==> src/rtl/fm_layer_dispatch.sv <==
// fm_layer_dispatch: walks a small descriptor table and issues one layer at a time to the guard-gen controller.
// Define FM_DISPATCH_TIMEOUT_EN to add the WAIT-state watchdog and the sticky timeout_err output.
module fm_layer_dispatch #(
    parameter int DEPTH          = 8,
    parameter int AW             = 3,
    parameter int TIMEOUT_CYCLES = 65535
) (
    input  logic          clk,
    input  logic          rst_n,
    input  logic          cfg_we,
    input  logic [AW-1:0] cfg_addr,
    input  logic [7:0]    cfg_w,
    input  logic [7:0]    cfg_h,
    input  logic [7:0]    cfg_c,
    input  logic          cfg_kernal_mode,
    input  logic          cfg_bit_mode,
    input  logic          start,
    input  logic [AW:0]   layer_num,
    output logic          busy,
    output logic          done,
    output logic [AW-1:0] cur_layer,
    output logic          ctrl_valid,
    input  logic          ctrl_ready,
    input  logic          ctrl_finish,
    output logic [7:0]    w_num_o,
    output logic [7:0]    h_num_o,
    output logic [7:0]    c_num_o,
    output logic          kernal_mode_o,
`ifdef FM_DISPATCH_TIMEOUT_EN
    output logic          bit_mode_o,
    output logic          timeout_err
`else
    output logic          bit_mode_o
`endif
);

    if (DEPTH < 2 || (1 << AW) != DEPTH) begin : g_bad_depth
        $error("DEPTH must be a power of two equal to 2**AW");
    end
    if (TIMEOUT_CYCLES < 1 || TIMEOUT_CYCLES > 65535) begin : g_bad_timeout
        $error("TIMEOUT_CYCLES must fit the 16-bit wait counter");
    end

    typedef enum logic [1:0] {IDLE, ISSUE, WAIT, DONE} state_t;

    localparam logic [AW:0] DEPTH_L = (AW+1)'(DEPTH);

    state_t        state_q, state_d;
    logic [AW:0]   n_q;
    logic [AW:0]   n_clamp;
    logic [25:0]   table_q [DEPTH];
    logic [AW-1:0] rd_addr;
    logic          load_desc;
    logic          advance;
    logic          last_layer;
    logic          start_ok;
    logic          timeout_hit;

    assign n_clamp    = (layer_num > DEPTH_L) ? DEPTH_L : layer_num;
    assign last_layer = ({1'b0, cur_layer} == (n_q - 1'b1));
    assign start_ok   = (state_q == IDLE) && start;

    assign ctrl_valid = (state_q == ISSUE);
    assign busy       = (state_q == ISSUE) || (state_q == WAIT);
    assign done       = (state_q == DONE);

`ifdef FM_DISPATCH_TIMEOUT_EN
    logic [15:0] wait_cnt;

    // A finish in the final watchdog cycle still wins over the timeout.
    assign timeout_hit = (state_q == WAIT) && !ctrl_finish &&
                         (wait_cnt == 16'(TIMEOUT_CYCLES - 1));

    always_ff @(posedge clk or negedge rst_n) begin
        if (!rst_n) begin
            wait_cnt    <= '0;
            timeout_err <= 1'b0;
        end else begin
            if (state_q == ISSUE && ctrl_ready)
                wait_cnt <= '0;
            else if (state_q == WAIT)
                wait_cnt <= wait_cnt + 1'b1;

            if (start_ok)
                timeout_err <= 1'b0;
            else if (timeout_hit)
                timeout_err <= 1'b1;
        end
    end
`else
    assign timeout_hit = 1'b0;
`endif

    always_comb begin
        state_d   = state_q;
        load_desc = 1'b0;
        advance   = 1'b0;
        rd_addr   = cur_layer;
        case (state_q)
            IDLE: begin
                if (start) begin
                    if (n_clamp == '0) begin
                        state_d = DONE;
                    end else begin
                        state_d   = ISSUE;
                        load_desc = 1'b1;
                        rd_addr   = '0;
                    end
                end
            end
            ISSUE: begin
                if (ctrl_ready)
                    state_d = WAIT;
            end
            WAIT: begin
                if (ctrl_finish) begin
                    if (last_layer) begin
                        state_d = DONE;
                    end else begin
                        state_d   = ISSUE;
                        advance   = 1'b1;
                        load_desc = 1'b1;
                        rd_addr   = cur_layer + 1'b1;
                    end
                end else if (timeout_hit) begin
                    state_d = DONE;
                end
            end
            DONE: state_d = IDLE;
            default: state_d = IDLE;
        endcase
    end

    always_ff @(posedge clk or negedge rst_n) begin
        if (!rst_n)
            state_q <= IDLE;
        else
            state_q <= state_d;
    end

    always_ff @(posedge clk or negedge rst_n) begin
        if (!rst_n) begin
            n_q       <= '0;
            cur_layer <= '0;
        end else begin
            if (start_ok) begin
                n_q       <= n_clamp;
                cur_layer <= '0;
            end else if (advance) begin
                cur_layer <= cur_layer + 1'b1;
            end
        end
    end

    // Issued descriptor is registered so it is stable from the first ctrl_valid cycle.
    always_ff @(posedge clk or negedge rst_n) begin
        if (!rst_n) begin
            w_num_o       <= '0;
            h_num_o       <= '0;
            c_num_o       <= '0;
            kernal_mode_o <= 1'b0;
            bit_mode_o    <= 1'b0;
        end else if (load_desc) begin
            {w_num_o, h_num_o, c_num_o, kernal_mode_o, bit_mode_o} <= table_q[rd_addr];
        end
    end

    // Table has no reset; software loads it while the sequencer is idle.
    always_ff @(posedge clk) begin
        if (state_q == IDLE && cfg_we)
            table_q[cfg_addr] <= {cfg_w, cfg_h, cfg_c, cfg_kernal_mode, cfg_bit_mode};
    end

endmodule

==> config.mk <==
export PLATFORM = sky130hd
export DESIGN_NAME = fm_layer_dispatch
export DESIGN_NICKNAME = d
export VERILOG_FILES = /design/src/rtl/fm_layer_dispatch.sv
export SDC_FILE = /design/constraint.sdc
export NUM_CORES = 1
export LEC_CHECK = 0
export ABC_AREA = 1
export CAP_MARGIN = 20
export CORE_ASPECT_RATIO = 1.75
export CORE_MARGIN = 1
export CORE_UTILIZATION = 43
export CTS_BUF_LIST = sky130_fd_sc_hd__clkbuf_4
export CTS_CLUSTER_SIZE = 16
export DETAILED_ROUTE_END_ITERATION = 8
export GPL_ROUTABILITY_DRIVEN = 0
export PLACE_DENSITY_LB_ADDON = 0.3
export SYNTH_ARGS = -nofsm -noshare
export SYNTH_HDL_FRONTEND = slang
export SYNTH_SLANG_ARGS = --single-unit
==> constraint.sdc <==
create_clock -name clk -period 2.2 [get_ports clk]
set_input_delay 0.22 -clock clk [delete_from_list [all_inputs] [get_ports clk]]
set_output_delay 0.22 -clock clk [all_outputs]
set_load 0.01 [all_outputs]
==> results of run 1 <==
## registers in the layout (all words and copies together), names as in the netlist
name	flops
table_q	208
c_num_o	8
h_num_o	8
w_num_o	8
n_q	4
cur_layer	3
state_q	2
bit_mode_o	1
kernal_mode_o	1
## per-layer routing
metal  track usage [%]  up-vias  share of wire, %
met5                 0        -                 0
li1                  -     3740                 -
met1              22.6     3711                36
met4              12.7        0               4.3
met2              37.2      282                54
met3              2.83       69               5.9
## through the flow
stage | hold slack (ns) | std cells
after global routing | 0.0423 | 1531
after detailed placement | 0.189 | 1408
after global placement | 0.190 | 1408
after CTS | 0.0151 | 1514
final | 0.0408 | 1531
after floorplan | -0.0756 | 1026
## synth_stat cells, drive strengths merged
cell	n
nand3	269
nand2	237
edfxtp	208
inv	183
buf	41
dfrtp	35
nor2	17
clkbuf	10
a21oi	7
ha	6
o21ai	4
o22ai	3
o21bai	2
a211oi	1
nand3b	1
nor3	1
o211a	1
## worst paths after layout
path,from,cells past startpoint,to,slack [ns]
min,rst_n,2,c_num_o[5]$_DFFE_PN0P_,0.04
max,n_q[1]$_DFFE_PN0P_,18,h_num_o[2]$_DFFE_PN0P_,-0.04
max in group asynchronous,rst_n,3,state_q[0]$_DFFE_PN0P_,1.45
max reg2reg,n_q[1]$_DFFE_PN0P_,18,h_num_o[2]$_DFFE_PN0P_,-0.04
min in group clk,layer_num[0],4,n_q[0]$_DFFE_PN0P_,0.23
min reg2reg,w_num_o[5]$_DFFE_PN0P_,2,w_num_o[5]$_DFFE_PN0P_,0.48
## layout make-up
class	count	area share, %
diodes	1	0.0183
clock buffers	78	4.28
clock inverters	20	1.35
inverters	183	5.07
multi-input cells	550	21.1
flip-flops and latches	243	52.0
well taps	308	2.82
repair buffers	148	13.3
## cells by family after synthesis
kind of cell | Yosys count
simple gates | 525
compound gates | 18
flops | 243
buf+inv | 234
fa+ha+maj | 6
## what timing repair did
| item | 4_1_cts | 5_1_grt |
|---|---|---|
| setup endpoints to repair | 27 | 27 |
| gates resized for setup | 44 | 62 |
| hold endpoints to repair | 35 | 0 |
| cloned | 4 | 9 |
| hold buffers | 1 | 0 |
| buffers inserted | 3 | 8 |
| pin swaps | 6 | 41 |
## worst max-delay path, cell delays in order (launching register included)
cell     delay (ns)
dfrtp_1        0.40
inv_2          0.09
ha_4           0.20
nand2_2        0.06
inv_2          0.03
nor2_2         0.11
nand3_2        0.12
inv_2          0.09
nand3_4        0.10
nand3_4        0.18
buf_12         0.15
nand2_8        0.09
buf_8          0.15
nand2_2        0.04
nand2_1        0.04
nand2_1        0.05
nand3_1        0.08
nand3_1        0.09
nand2_1        0.06
## report_power, final
group / switching, W / internal (W)
combinational: 0.00441 / 0.00345
sequential: 0.000264 / 0.00545
clock: 0.00166 / 0.00211
total: 0.00633 / 0.0110
==> results.cfg, run 1 <==
[status]
status = finished, violations left
violations = negative setup slack

[timing]
setup_tns_ns = -0.181
setup_slack_ns = -0.0376
slew_headroom_pct = 69.8
slew_violations = 0
fin_worst_skew_ns = 0.0193
finalCritPeriodShare_pct = 102
setup_violations = 9
grt_setup_unrepaired = true
hold_viol = 0
fmax_mhz = 447
tightestPinTransition_ns = 0.452
min_period_ns = 2.24

[clock_tree]
clk_pin_slew_worst_paths_ns = 0.08
insertion_delay_ns = 0.66
ctsRootBufferMaster = clkbuf_4
cts_tree = built
cts_inserted_buffers = 52
htreeDepth = 2
clockBufferDepth = 3
cts_sinks = 243

[final_layout]
layout_commonest_cell = nand3_1
ff_latch_area_um2 = 7120
area_growth_pct = 29.2
n_fill_cell = 1957
multi_input_area_um2 = 2890
drive_gt1_share_pct = 20.9
design_area_um2 = 13700
layout_common_cells = 241 x nand3_1, 208 x edfxtp_1, 207 x nand2_1
fin_util_pct = 56.8
finalNetCount = 1223

[floorplanning]
die_y_um = 210
io_pins = 71
initial_core_util_pct = 43.9
die-area_um2 = 25300
num_rows = 75
die_x_um = 121
core_um2 = 24100

[place]
numPortBuffers = 70
dp_hpwl_mm = 14.2
preCtsSetupSlack_ns = -0.257
postPlaceCellArea_um2 = 12100

[route]
drc_errors = 0
drt_iter0_drc = 520
drtAntennaViolNets = 0
wl_per_cell_um = 17.5
routed_via_density = 5.10
vias = 7802
dr.pass1.iters = 5
totalWireLength_mm = 26.8

[logic_synthesis]
synth_top_cell_by_area = edfxtp_1
synth_nets = 1071
synth.top_cell.area_share_pct = 58.9
ys_types = 25
synthCells = 1026
ys_seq_area_share_pct = 67.2
synth-compound-area-share_pct = 1.22
yosys.area_share.simple_pct = 22.0
synthTopCellsByArea = edfxtp_1 59%, nand3_1 13%, nand2_1 8.3%, dfrtp_1 8.3%, inv_1 6.3%
synth_seq_cells = 243
synth_top_family_by_area = simple AND/OR/NAND/NOR gates
synth_area_per_cell_um2 = 10.3
synth_xor_area_share_pct = 0
muxShareOfSynthArea_pct = 0
yosys_warnings = 0
yosys.area_share.adder_pct = 0.708
syn_area_um2 = 10600

[global_routing]
grt_antenna_before_repair = 1
grt_pass1_vias = 7655
grt_use_total_pct = 20.6
grt_max_degree = 61
grt_pass1_wl_mm = 39.0
grt-ovfl-total = 0

[setup_path]
critPathMaxFanout = 6
cp.arrival_ns = 2.78
required_ns = 2.74
critPathKind = reg -> reg
cp-end-kind = flip-flop
critPathLaunchType = flip-flop

[flow_run]
max_cap_viol_count = 0

[min_path]
hp-class = in -> async

[power_and_ir_drop]
vdd_drop_max_uv = 760
p_total_w = 0.0173
p_leak_nw = 5.92
powerDensity_nw_per_um2 = 1270
Note: power is estimated with default switching activity, not from simulation.
==> run 2, diff against run 1 <==
Settings changed: PLACE_DENSITY_LB_ADDON 0.3 to 0.1.
==> run 2 against run 1 <==
Compared with the run above: the flow still finishes with violations (negative setup slack); critical path depth down 1; sequential cell count unchanged; cell count up 2.2%; sequential share of layout area down 2.5 points; via count up 2.6%; final area up 5.0%; critical path type unchanged.
==> results.cfg, run 2 (synthesized netlist as in run 1, its figures left out) <==
[status]
status = finished, violations left
violations = negative setup slack

[setup_path]
critPathLaunchType = flip-flop
critPathMaxFanout = 8
cp_num_buf_inv = 6
critPathSlowestCell = dfrtp_1
cpPeakStageDelay_ns = 0.40
required_ns = 2.84
path_delay_family = buffers and inverters
critPathKind = reg -> reg
worstPathCellList = inv_2 -> ha_4 -> nand2_1 -> inv_1 -> nor2_1 -> nand3_2 -> o21bai_4 -> buf_6 -> nor2_4 -> a21oi_4 -> buf_12 -> buf_12 -> buf_16 -> nand3_2 -> nand3_2 -> nand3_2 -> nand2_1
cp-end-kind = flip-flop
crit_top_cell = nand3_2
cp.arrival_ns = 2.88

[floorplanning]
die_x_um = 121
die_y_um = 210
core_um2 = 24100
num_rows = 75
initial_core_util_pct = 43.9
io_pins = 71
die-area_um2 = 25300

[flow_run]
max_cap_viol_count = 0

[route]
dr.pass1.iters = 5
totalWireLength_mm = 30.2
drc_errors = 0
drt_iter0_drc = 551
vias = 8001
drtAntennaViolNets = 0
wl_per_cell_um = 19.3
routed_via_density = 5.11

[global_routing]
grt_antenna_before_repair = 2
use_met1_pct = 27.7
grt_use_total_pct = 23.4
grt_pass1_wl_mm = 43.5
met3_usage_pct = 3.97
grt-ovfl-total = 0
grt_max_degree = 33
grt_pass1_vias = 7685
top_usage_layer = met2
use_met2_pct = 41.6

[power_and_ir_drop]
p_leak_nw = 6.26
vdd_drop_max_uv = 662
powerDensity_nw_per_um2 = 1300

[place]
preCtsSetupSlack_ns = -0.145
numPortBuffers = 70
dp_hpwl_mm = 14.9
dp_cells = 1418

[clock_tree]
cts_inserted_buffers = 55
cts_tree = built
insertion_delay_ns = 0.70
cts_sinks = 243
clockBufferDepth = 3
ctsRootBufferMaster = clkbuf_4
htreeDepth = 2
clk_pin_slew_worst_paths_ns = 0.08

[final_layout]
area_growth_pct = 35.6
layout_common_cells = 217 x nand2_1, 211 x nand3_1, 208 x edfxtp_1
stdcell_count = 1565
fin_util_pct = 59.6
regMostFlops = table_q
finalNetCount = 1253
drive_gt1_share_pct = 24.3
largest_reg_flops = 208
layout_commonest_cell = nand2_1

[timing]
setup_slack_ns = -0.0416
slew_headroom_pct = 58.4
hold_viol = 0
setup_tns_ns = -0.408
tightestPinTransition_ns = 0.622
fmax_mhz = 446
min_period_ns = 2.24
whs_ns = 0.120
grt_setup_unrepaired = true
setup_violations = 22
fin_worst_skew_ns = 0.0416
finalCritPeriodShare_pct = 102
slew_violations = 0

[min_path]
hp-class = in -> async
-- run 2: cell count changes in the layout (fill, tap and decap cells not counted), moves of 3 or more --
cell | previous run | this run
nor2_4 | 0 | 10
buf_12 | 25 | 31
clkbuf_4 | 78 | 81
buf_4 | 33 | 43
nand2_4 | 1 | 6
nand3_1 | 241 | 211
clkbuf_16 | 7 | 11
nand2_2 | 27 | 14
nand2_1 | 207 | 217
nand3_2 | 26 | 55
buf_16 | 3 | 11
nor2_2 | 10 | 1
-- run 2: timing repair --
item | 4_1_cts | 5_1_grt
hold buffers | 2 | 0
pin swaps | 12 | 34
gates resized for setup | 45 | 94
setup buffers | 12 | 7
endpoints found under the setup margin | 28 | 26
hold endpoints to repair | 35 | 0
gates cloned | 11 | 12
-- run 2: per-stage QoR --
step / cell area, um2 / power, W
after floorplan: 10600 / 0.00953
after global placement: 12300 / 0.0123
after detailed placement: 12300 / 0.0124
after CTS: 13700 / 0.0174
after global routing: 14400 / 0.0198
final: 14400 / 0.0187
-- run 2: layer usage --
layer	routed length, um	part of all wire, %
met1	11400	38
met2	16100	53
met3	1710	5.7
met4	944	3.1
met5	0	0
-- run 2: final timing paths --
kind | depth (start not counted) | from | slack, ns | to
max | 17 | n_q[0]$_DFFE_PN0P_ | -0.04 | c_num_o[7]$_DFFE_PN0P_
min | 3 | rst_n | 0.12 | cur_layer[1]$_DFFE_PN0P_
max reg2reg | 17 | n_q[0]$_DFFE_PN0P_ | -0.04 | c_num_o[7]$_DFFE_PN0P_
min reg2reg | 2 | w_num_o[1]$_DFFE_PN0P_ | 0.48 | w_num_o[1]$_DFFE_PN0P_
max in group asynchronous | 3 | rst_n | 1.04 | h_num_o[1]$_DFFE_PN0P_
min in group clk | 3 | layer_num[2] | 0.16 | n_q[2]$_DFFE_PN0P_
-- run 2: worst min-delay path, delay by kind of cell --
family / cells / cell delay [ns]
buffers and inverters: 3 / 0.96
-- run 2: layout make-up --
| class | instances | area [um2] |
|---|---|---|
| clock inverters | 23 | 146 |
| fillers | 2009 | 9750 |
| flip-flops and latches | 243 | 7120 |
| diodes | 2 | 5.00 |
| clock buffers | 81 | 608 |
| inverters | 183 | 689 |
| well taps | 308 | 385 |
| multi-input cells | 550 | 3090 |
| repair buffers | 175 | 2320 |
-- run 2: power breakdown --
group	internal, W	switching, W	total, W
Sequential	0.00545	0.000265	0.00572
Combinational	0.00431	0.00501	0.00932
Clock	0.00194	0.00176	0.00370
Total	0.0117	0.00704	0.0187
==> run 3, diff against run 2 <==
Settings changed: CORE_ASPECT_RATIO 1.75 to default, CTS_BUF_LIST sky130_fd_sc_hd__clkbuf_4 to default.
==> run 3 against run 2 <==
Compared with the run above: the flow still finishes with violations (negative setup slack); critical endpoint is now w_num_o[7]$_DFFE_PN0P_; via count decreased by 2.5%; sequential cell count unchanged; register-to-register slack lost 0.08 ns; non-clock buffer count rose by 3; wire length shrank 2.3%; core utilization rose by 0.27 points; worst hold slack gained 0.10 ns; setup slack worse by 0.083 ns; cell count is 2.4% lower; combinational power rose by 3.1%; clock skew is 0.028 ns lower; fmax shrank 3.6%.
==> results.cfg, run 3 (synthesized netlist as in run 1, its figures left out) <==
[setup_path]
crit_top_cell = nand3_1
cp-end-kind = flip-flop
cpPeakStageDelay_ns = 0.39
worstPathCellList = inv_2 -> ha_4 -> nand2_2 -> inv_2 -> nor2_2 -> nand3_2 -> o21bai_4 -> nand2_8 -> buf_12 -> nand2_8 -> clkbuf_16 -> nand2_1 -> nand3_1 -> nand3_1 -> nand3_1 -> nand2_1
cp_num_buf_inv = 4
worstReg2RegStart = n_q[1]$_DFFE_PN0P_
critPathKind = reg -> reg
path_delay_family = simple AND/OR/NAND/NOR gates
cp.arrival_ns = 2.74
critPathSlowestCell = dfrtp_1
required_ns = 2.61
r2r_slack_ns = -0.12
reg2reg_depth = 16
critPathLaunchType = flip-flop
critPathMaxFanout = 7
reg2reg_to = w_num_o[7]$_DFFE_PN0P_

[clock_tree]
cts_tree = built
cts_inserted_buffers = 27
htreeDepth = 1
clk_pin_slew_worst_paths_ns = 0.06
ctsRootBufferMaster = clkbuf_16
clockBufferDepth = 3
insertion_delay_ns = 0.52
cts_sinks = 243

[final_layout]
drive_gt1_share_pct = 23.4
area_growth_pct = 36.9
n_fill_cell = 2018
diodes = 0
largest_reg_flops = 208
design_area_um2 = 14500
layout_commonest_cell = nand3_1
layout_common_cells = 226 x nand3_1, 208 x edfxtp_1, 177 x nand2_1
finalNetCount = 1229
regMostFlops = table_q

[global_routing]
grt_pass1_vias = 7407
grt_pass1_wl_mm = 43.9
grt_antenna_before_repair = 0
grt_use_total_pct = 23.0
grt_max_degree = 36
grt-ovfl-total = 0

[route]
drc_errors = 0
drtAntennaViolNets = 0
routed_via_density = 5.11
vias = 7804
wl_per_cell_um = 19.3
dr.pass1.iters = 5
totalWireLength_mm = 29.5
drt_iter0_drc = 581

[timing]
fmax_mhz = 430
setup_violations = 26
setup_slack_ns = -0.125
tightestPinTransition_ns = 0.455
hold_viol = 0
finalCritPeriodShare_pct = 106
grt_setup_unrepaired = true
slew_violations = 0
min_period_ns = 2.32
slew_headroom_pct = 69.6
fin_worst_skew_ns = 0.0137

[floorplanning]
die_x_um = 159
die_y_um = 159
core_um2 = 24200
die-area_um2 = 25300
initial_core_util_pct = 43.7
num_rows = 57
io_pins = 71

[power_and_ir_drop]
vdd_drop_max_uv = 845
powerDensity_nw_per_um2 = 1340
p_leak_nw = 6.19
p_total_w = 0.0194

[status]
status = finished, violations left
violations = negative setup slack

[place]
dp_hpwl_mm = 14.6
numPortBuffers = 70
postPlaceCellArea_um2 = 12400

[min_path]
hp-class = in -> async

[flow_run]
max_cap_viol_count = 0
-- run 3: changes by cell type in the layout (fill, tap and decap cells not counted), moves of 4 or more --
cell,before,now
buf_4,43,47
buf_6,4,10
clkbuf_1,0,9
clkbuf_16,11,33
clkbuf_4,81,0
clkinv_1,14,4
nand2_1,217,177
nand2_2,14,47
nand2_4,6,11
nand3_1,211,226
nand3_2,55,41
-- run 3: area by class of cell --
class	count	area [um2]	area share [%]
flip-flops and latches	243	7120	49.1
multi-input cells	551	3190	22.0
repair buffers	178	2310	15.9
clock buffers	39	751	5.17
inverters	183	692	4.77
well taps	324	405	2.79
clock inverters	10	48.8	0.336
-- run 3: what timing repair did --
action                                 in CTS  in global routing
setup endpoints to repair                  26                 26
endpoints found under the hold margin      35                  0
pin swaps                                  10                 45
gates cloned                               14                  7
buffers inserted                           10                 12
gates resized for setup                    79                 90
hold buffers                                1                  0
-- run 3: per-layer routing --
layer,vias up,part of all wire (%),track usage (%)
met1,3780,45,33.5
met2,250,47,36.7
met3,44,6.2,3.00
met5,-,0,0
li1,3730,-,-
met4,0,2.0,5.77
-- run 3: power by group --
group	switching (W)	total [W]	leakage (nW)	internal, W
logic	0.00509	0.00961	3.48	0.00452
clock network	0.00173	0.00408	0.395	0.00235
registers	0.000250	0.00571	2.31	0.00546
total	0.00707	0.0194	6.19	0.0123
-- run 3: through the flow --
stage               setup slack, ns  hold slack, ns  utilization [%]  cells  setup TNS, ns
global placement             -0.187           0.233             51.0   1435          -3.86
finish                       -0.125           0.221             59.8   1528          -2.16
floorplan                    -0.155         -0.0756                -   1026         -31.62
detailed placement           -0.214           0.244             51.0   1435          -4.40
global route                 -0.253           0.240             59.8   1528          -5.31
CTS                         -0.0503           0.233             57.3   1509         -0.669
-- run 3: worst max-delay path by stage --
stage	startpoint	to	cells after the start
2_1_floorplan	state_q[0]$_DFFE_PN0P_	table_q[0][0]$_DFFE_PP_	4
3_3_place_gp	n_q[1]$_DFFE_PN0P_	w_num_o[6]$_DFFE_PN0P_	15
3_5_place_dp	n_q[1]$_DFFE_PN0P_	w_num_o[6]$_DFFE_PN0P_	15
4_1_cts	n_q[0]$_DFFE_PN0P_	h_num_o[2]$_DFFE_PN0P_	14
5_1_grt	n_q[1]$_DFFE_PN0P_	c_num_o[4]$_DFFE_PN0P_	17
6_report	n_q[1]$_DFFE_PN0P_	w_num_o[7]$_DFFE_PN0P_	16
-- run 3: worst min-delay path: stages --
cell and delay [ns]:
dlygate4sd3_1 0.52, buf_2 0.13, buf_12 0.26
